File: src/rtl/clkgen_multi.sv
// Multi-channel glitch-free clock divider with per-channel start/stop/ratio FSM.
// Optional macro CLKGEN_PHASE_EN adds cfg_phase (start-phase offset on IDLE -> RUN).
module clkgen_ch #(
  parameter int DIV_W = 8
) (
  input  logic             clk,
  input  logic             rst,
  input  logic             we_i,
  input  logic             en_i,
  input  logic [DIV_W-1:0] div_i,
  input  logic [DIV_W-1:0] phase_i,
  output logic             clk_o,
  output logic             tick_o,
  output logic             run_o
);
  typedef enum logic [1:0] {IDLE, RUN, STOP_PEND} state_e;

  state_e           state_q, state_d;
  logic [DIV_W-1:0] cnt_q, cnt_d, r_q, r_d, pend_q, pend_d;
  logic             clk_q, clk_d, tick_q, tick_d;
  logic [DIV_W-1:0] eff;
  logic             wrap;

  always_comb begin
    eff     = (div_i < DIV_W'(2)) ? DIV_W'(2) : div_i;
    wrap    = (cnt_q == r_q - DIV_W'(1));
    state_d = state_q;
    cnt_d   = cnt_q;
    r_d     = r_q;
    pend_d  = we_i ? eff : pend_q;
    case (state_q)
      IDLE: begin
        if (we_i && en_i) begin
          state_d = RUN;
          r_d     = eff;
          cnt_d   = (phase_i > eff - DIV_W'(1)) ? eff - DIV_W'(1) : phase_i;
        end
      end
      RUN, STOP_PEND: begin
        cnt_d = wrap ? '0 : cnt_q + DIV_W'(1);
        // New ratio only takes effect on a period boundary.
        if (wrap) r_d = pend_d;
        if (we_i) state_d = en_i ? RUN : STOP_PEND;
        if (state_d == STOP_PEND && wrap) begin
          state_d = IDLE;
          cnt_d   = '0;
        end
      end
      default: state_d = IDLE;
    endcase
    clk_d  = (state_d != IDLE) && (cnt_d < r_d - (r_d >> 1));
    tick_d = (state_d != IDLE) && (cnt_d == '0);
  end

  always_ff @(posedge clk) begin
    if (rst) begin
      state_q <= IDLE;
      cnt_q   <= '0;
      r_q     <= DIV_W'(2);
      pend_q  <= DIV_W'(2);
      clk_q   <= 1'b0;
      tick_q  <= 1'b0;
    end else begin
      state_q <= state_d;
      cnt_q   <= cnt_d;
      r_q     <= r_d;
      pend_q  <= pend_d;
      clk_q   <= clk_d;
      tick_q  <= tick_d;
    end
  end

  assign clk_o  = clk_q;
  assign tick_o = tick_q;
  assign run_o  = (state_q != IDLE);
endmodule

module clkgen_multi #(
  parameter int NUM_CH = 4,
  parameter int DIV_W  = 8,
  localparam int CH_W  = (NUM_CH > 1) ? $clog2(NUM_CH) : 1
) (
  input  logic              clk,
  input  logic              rst,
  input  logic              cfg_we,
  input  logic [CH_W-1:0]   cfg_ch,
  input  logic [DIV_W-1:0]  cfg_div,
  input  logic              cfg_en,
`ifdef CLKGEN_PHASE_EN
  input  logic [DIV_W-1:0]  cfg_phase,
`endif
  output logic [NUM_CH-1:0] clk_out,
  output logic [NUM_CH-1:0] tick,
  output logic [NUM_CH-1:0] run
);
  logic [DIV_W-1:0] phase;
`ifdef CLKGEN_PHASE_EN
  assign phase = cfg_phase;
`else
  assign phase = '0;
`endif

  for (genvar g = 0; g < NUM_CH; g++) begin : g_ch
    logic we;
    // Indices >= NUM_CH match no lane and are dropped.
    assign we = cfg_we && (cfg_ch == CH_W'(g));
    clkgen_ch #(.DIV_W(DIV_W)) u_ch (
      .clk    (clk),
      .rst    (rst),
      .we_i   (we),
      .en_i   (cfg_en),
      .div_i  (cfg_div),
      .phase_i(phase),
      .clk_o  (clk_out[g]),
      .tick_o (tick[g]),
      .run_o  (run[g])
    );
  end
endmodule

File: config.mk
export PLATFORM = sky130hd
export DESIGN_NAME = clkgen_multi
export DESIGN_NICKNAME = d
export VERILOG_FILES = /design/src/rtl/clkgen_multi.sv
export SDC_FILE = /design/constraint.sdc
export NUM_CORES = 1
export LEC_CHECK = 0
export ABC_AREA = 1
export ABC_CLOCK_PERIOD_IN_PS = 8100
export CAP_MARGIN = 30
export CORE_UTILIZATION = 32
export CTS_CLUSTER_DIAMETER = 60
export DETAILED_ROUTE_END_ITERATION = 10
export PLACE_DENSITY = 0.58
export SETUP_SLACK_MARGIN = 0.2
export SLEW_MARGIN = 20
export SYNTH_ARGS = -nofsm -noshare
export SYNTH_HDL_FRONTEND = slang
export SYNTH_SLANG_ARGS = --single-unit
File: constraint.sdc
create_clock -name clk -period 8.1 [get_ports clk]
set_input_delay 2.025 -clock clk [delete_from_list [all_inputs] [get_ports clk]]
set_output_delay 2.025 -clock clk [all_outputs]
set_load 0.01 [all_outputs]
==> out/qor.csv <==
stage,metric,value,unit
worst_setup_path,slowest_delay,600,ps
pwr,irDropWorstVdd,0.00008001,V
pwr,power.internal,1.029,mW
cts,ctsHoldBuffers,0,
place,gp_congestion,0.8747,
sta,skew,11.36,ps
job,cap_violations,0,
routing,vias_per_cell,4.938,
global_routing,grt_pass1_vias,7761,
place,dp_cells,1747,
global_routing,grt_first_pass_wirelength,39430,um
place,place_ws,1219,ps
sta,finalSetupTns,0,ps
floorplan,die_x,171.2,um
routing,drt_iter0_drc,638,
sta,fin_ws,1621,ps
worst_setup_path,r2r_end,g_ch[1].u_ch.clk_o,
worst_setup_path,r2r_start,g_ch[1].u_ch.r_q[0],
synthesis,ys_seq_area_frac,0.2448,
final_layout,final_cells,1764,
worst_setup_path,endpoint_kind,flip-flop,
routing,routed_wl,23860,um
floorplan,placementRows,61,
routing,routedWlPerCell,13.53,um
synthesis,synthFlopType,dfxtp_1,
pwr,power_density,156.9,nW/um^2
hold_path,hold_class,reg2reg,
worst_setup_path,cp-endpoint,g_ch[2].u_ch.clk_o,
sta,rsz0062_at_grt,false,
floorplan,core_area,27930,um^2
synthesis,ys_warn_count,0,
sta,min_period_over_period,0.7999,
synthesis,synth.distinct_cells,45,
synthesis,synth_nets,1495,
global_routing,grt_max_degree,65,
cts,cts_buffers,9,
worst_setup_path,path_depth,24,
global_routing,gr-total-overflow,0,
cts,post_cts_buffers,0,
synthesis,synth_most_common_cell,nand2_1,
routing,vias,8710,
cts,clockBufferDepth,2,
sta,min_period,6479,ps
synthesis,synthArstFlopShare,0,
pwr,p_seq_frac,0.380,
synthesis,synth_area_leaders,"dfxtp_1 (24%), nand2_1 (13%), ha_1 (9.8%), inv_1 (7.2%), nor2_1 (6.6%)",
pwr,switching_share,0.3373,
place,dp_hpwl,18070,um
global_routing,antenna_found_initial,1,
pwr,pwr-share-comb,0.294,
sta,relSlewSlack,0.3930,
floorplan,die_area,29300,um^2
final_layout,final_util,0.3542,
synthesis,synth.top_cells.by_count,"nand2_1 (318), inv_1 (176), nor2_1 (160), dfxtp_1 (112)",
worst_setup_path,crit_path_max_fanout,20,
sta,setup_viol,0,
worst_setup_path,reg2regPathDepth,29,
synthesis,synth-edff-count,0,
worst_setup_path,cp_num_buf_inv,4,
pwr,switchingPower,0.5236,mW
cts,cts_resized,0,
sta,worst_slew_pin_slew,909.4,ps
synthesis,syn_area,9158,um^2
pwr,clkPwrFrac,0.326,
synthesis,ys_ff_latch,112,
cts,htreeDepth,3,
worst_setup_path,crit_family,compound AO/OA/AOI/OAI gates,
cts,path_clk_slew,70,ps
worst_setup_path,crit_slowest_cell,clkdlybuf4s50_1,
routing,dr.pass1.iters,5,
synthesis,synth_top_area_frac,0.2448,
sta,hold_violations,0,
cts,cts_tree,yes,
cts,clock_latency,370,ps
worst_setup_path,worstSetupStartpoint,cfg_ch[1],
place,io_buffers,25,
worst_setup_path,cp-start-kind,input port,
worst_setup_path,cp.required,8390,ps
routing,ant_nets,0,
synthesis,synthCells,1405,
synthesis,avgSynthCellArea,6.518,um^2
cts,cts_root_buf,clkbuf_16,
routing,drc,0,
floorplan,ios,26,
worst_setup_path,path_cells,"clkdlybuf4s50_1, inv_2, nor3_4, nand2_1, o21ai_0, nand3_1, o21ai_2, inv_1, ha_1, a21oi_1, nand2_1, a21oi_1, o21ai_0, a21oi_1, inv_1, a21oi_1, o211ai_1, nand2_1, ha_1, nand2_1, nor2_1, a2111oi_0, nand2_1, a21oi_1",
pwr,p_leak,4.734,nW
sta,fin_hold_ws,506.0,ps
final_layout,drive_gt1_frac,0.06715,
sta,timing.fmax,0.1543,GHz
floorplan,die_height,171.2,um
sta,slew_violations,0,
cts,cts_num_sinks,112,
synthesis,synth_top_area_cell,dfxtp_1,
final_layout,syn_to_final_growth,8.048,%
global_routing,grt_use_total,0.1682,
worst_setup_path,critical_path_arrival,6770,ps
status,outcome,finished clean,
worst_setup_path,r2r_slack,3410,ps
floorplan,initial_core_util,0.3278,
worst_setup_path,crit_type,in2reg,
final_layout,layout.nets,1470,
[worst reg2reg max path: cells and delay by family (launching register included)]
kind                       cells  cell delay (ps)
AOI/OAI and AO/OA              9             1460
xor gates and xnor gates       1              170
adders and majority gates      3              920
buffers and inverters          4              460
DFF                            1              450
and+or+nand+nor               12             1180
[power groups by stage]
stage | Clock (mW) | Sequential, mW | Combinational (mW)
2_1_floorplan | 0 | 0.596 | 0.366
4_1_cts | 0.517 | 0.590 | 0.461
5_1_grt | 0.543 | 0.592 | 0.529
3_3_place_gp | 0 | 0.603 | 0.449
6_report | 0.506 | 0.590 | 0.457
3_5_place_dp | 0 | 0.603 | 0.459
[final cells by class]
cell class / count / area, um^2
clock buffers: 10 / 239.0
multi-input cells: 1036 / 5824
diodes: 1 / 2.502
repair buffers: 30 / 285.3
inverters: 191 / 737.0
fillers: 3081 / 18040
clock inverters: 6 / 91.34
flip-flops and latches: 112 / 2242
well taps: 378 / 473.0
[registers in the layout, summed over array words and instances (netlist names)]
register           flops
g_ch.u_ch.clk_o        4
g_ch.u_ch.cnt_q       32
g_ch.u_ch.state_q      8
g_ch.u_ch.r_q         32
g_ch.u_ch.pend_q      32
g_ch.u_ch.tick_o       4
[cells by family (layout without fill, tap and decap cells)]
family | count (synthesis) | after routing | share of synthesized area
compound gates | 287 | 287 | 0.1914
xor+xnor | 50 | 50 | 0.04782
fa+ha+maj | 76 | 76 | 0.1071
buf+inv | 257 | 237 | 0.1191
flops | 112 | 112 | 0.2448
other cells | 0 | 1 | 0
simple gates | 623 | 623 | 0.2897
[metal layers]
metal | global-route usage | part of all wire | vias to the layer above
li1 | - | - | 4552
met1 | 0.2270 | 0.49 | 3958
met2 | 0.2807 | 0.46 | 174
met3 | 0.01827 | 0.036 | 26
met4 | 0.04852 | 0.015 | 0
met5 | 0 | 0 | -
[placed cells by master (no fill, tap or decap), types with 3 or more instances in the layout]
| cell | n |
|---|---|
| nand2_1 | 318 |
| inv_1 | 176 |
| nor2_1 | 160 |
| dfxtp_1 | 112 |
| nand3_1 | 95 |
| o21ai_0 | 95 |
| ha_1 | 72 |
| a21oi_1 | 63 |
| o211ai_1 | 37 |
| xor2_1 | 34 |
| o21ai_2 | 28 |
| a31oi_1 | 25 |
| clkdlybuf4s50_1 | 24 |
| xnor2_1 | 16 |
| o21ai_1 | 14 |
| nand4_1 | 13 |
| inv_2 | 10 |
| clkbuf_16 | 9 |
| nor2_2 | 8 |
| o221ai_1 | 8 |
| a22oi_1 | 6 |
| nor3_1 | 6 |
| buf_4 | 6 |
| clkinv_4 | 5 |
| nand2_4 | 4 |
| nand2_2 | 4 |
| fa_1 | 4 |
| nor3_2 | 3 |
| nor3_4 | 3 |
| o22ai_1 | 3 |
| or2_2 | 3 |
| a2111oi_0 | 3 |
[metrics by stage]
stage	area, um^2	power, mW
after global routing	9892	1.665
after detailed placement	9562	1.061
after global placement	9562	1.052
after CTS	9892	1.567
after floorplan	9158	0.9618
final	9894	1.552
[worst min path at each step]
stage	from	end	slack, ps	cells after the start
after floorplan	g_ch[3].u_ch.pend_q[1]	g_ch[3].u_ch.pend_q[1]	460	2
after global routing	g_ch[1].u_ch.pend_q[3]	g_ch[1].u_ch.pend_q[3]	550	2
after detailed placement	g_ch[1].u_ch.pend_q[1]	g_ch[1].u_ch.pend_q[1]	490	2
after CTS	g_ch[1].u_ch.pend_q[1]	g_ch[1].u_ch.pend_q[1]	510	2
after global placement	g_ch[0].u_ch.pend_q[1]	g_ch[0].u_ch.pend_q[1]	480	2
final	g_ch[0].u_ch.pend_q[1]	g_ch[0].u_ch.pend_q[1]	510	2
No activity file was read; power rests on OpenSTA's default activity.
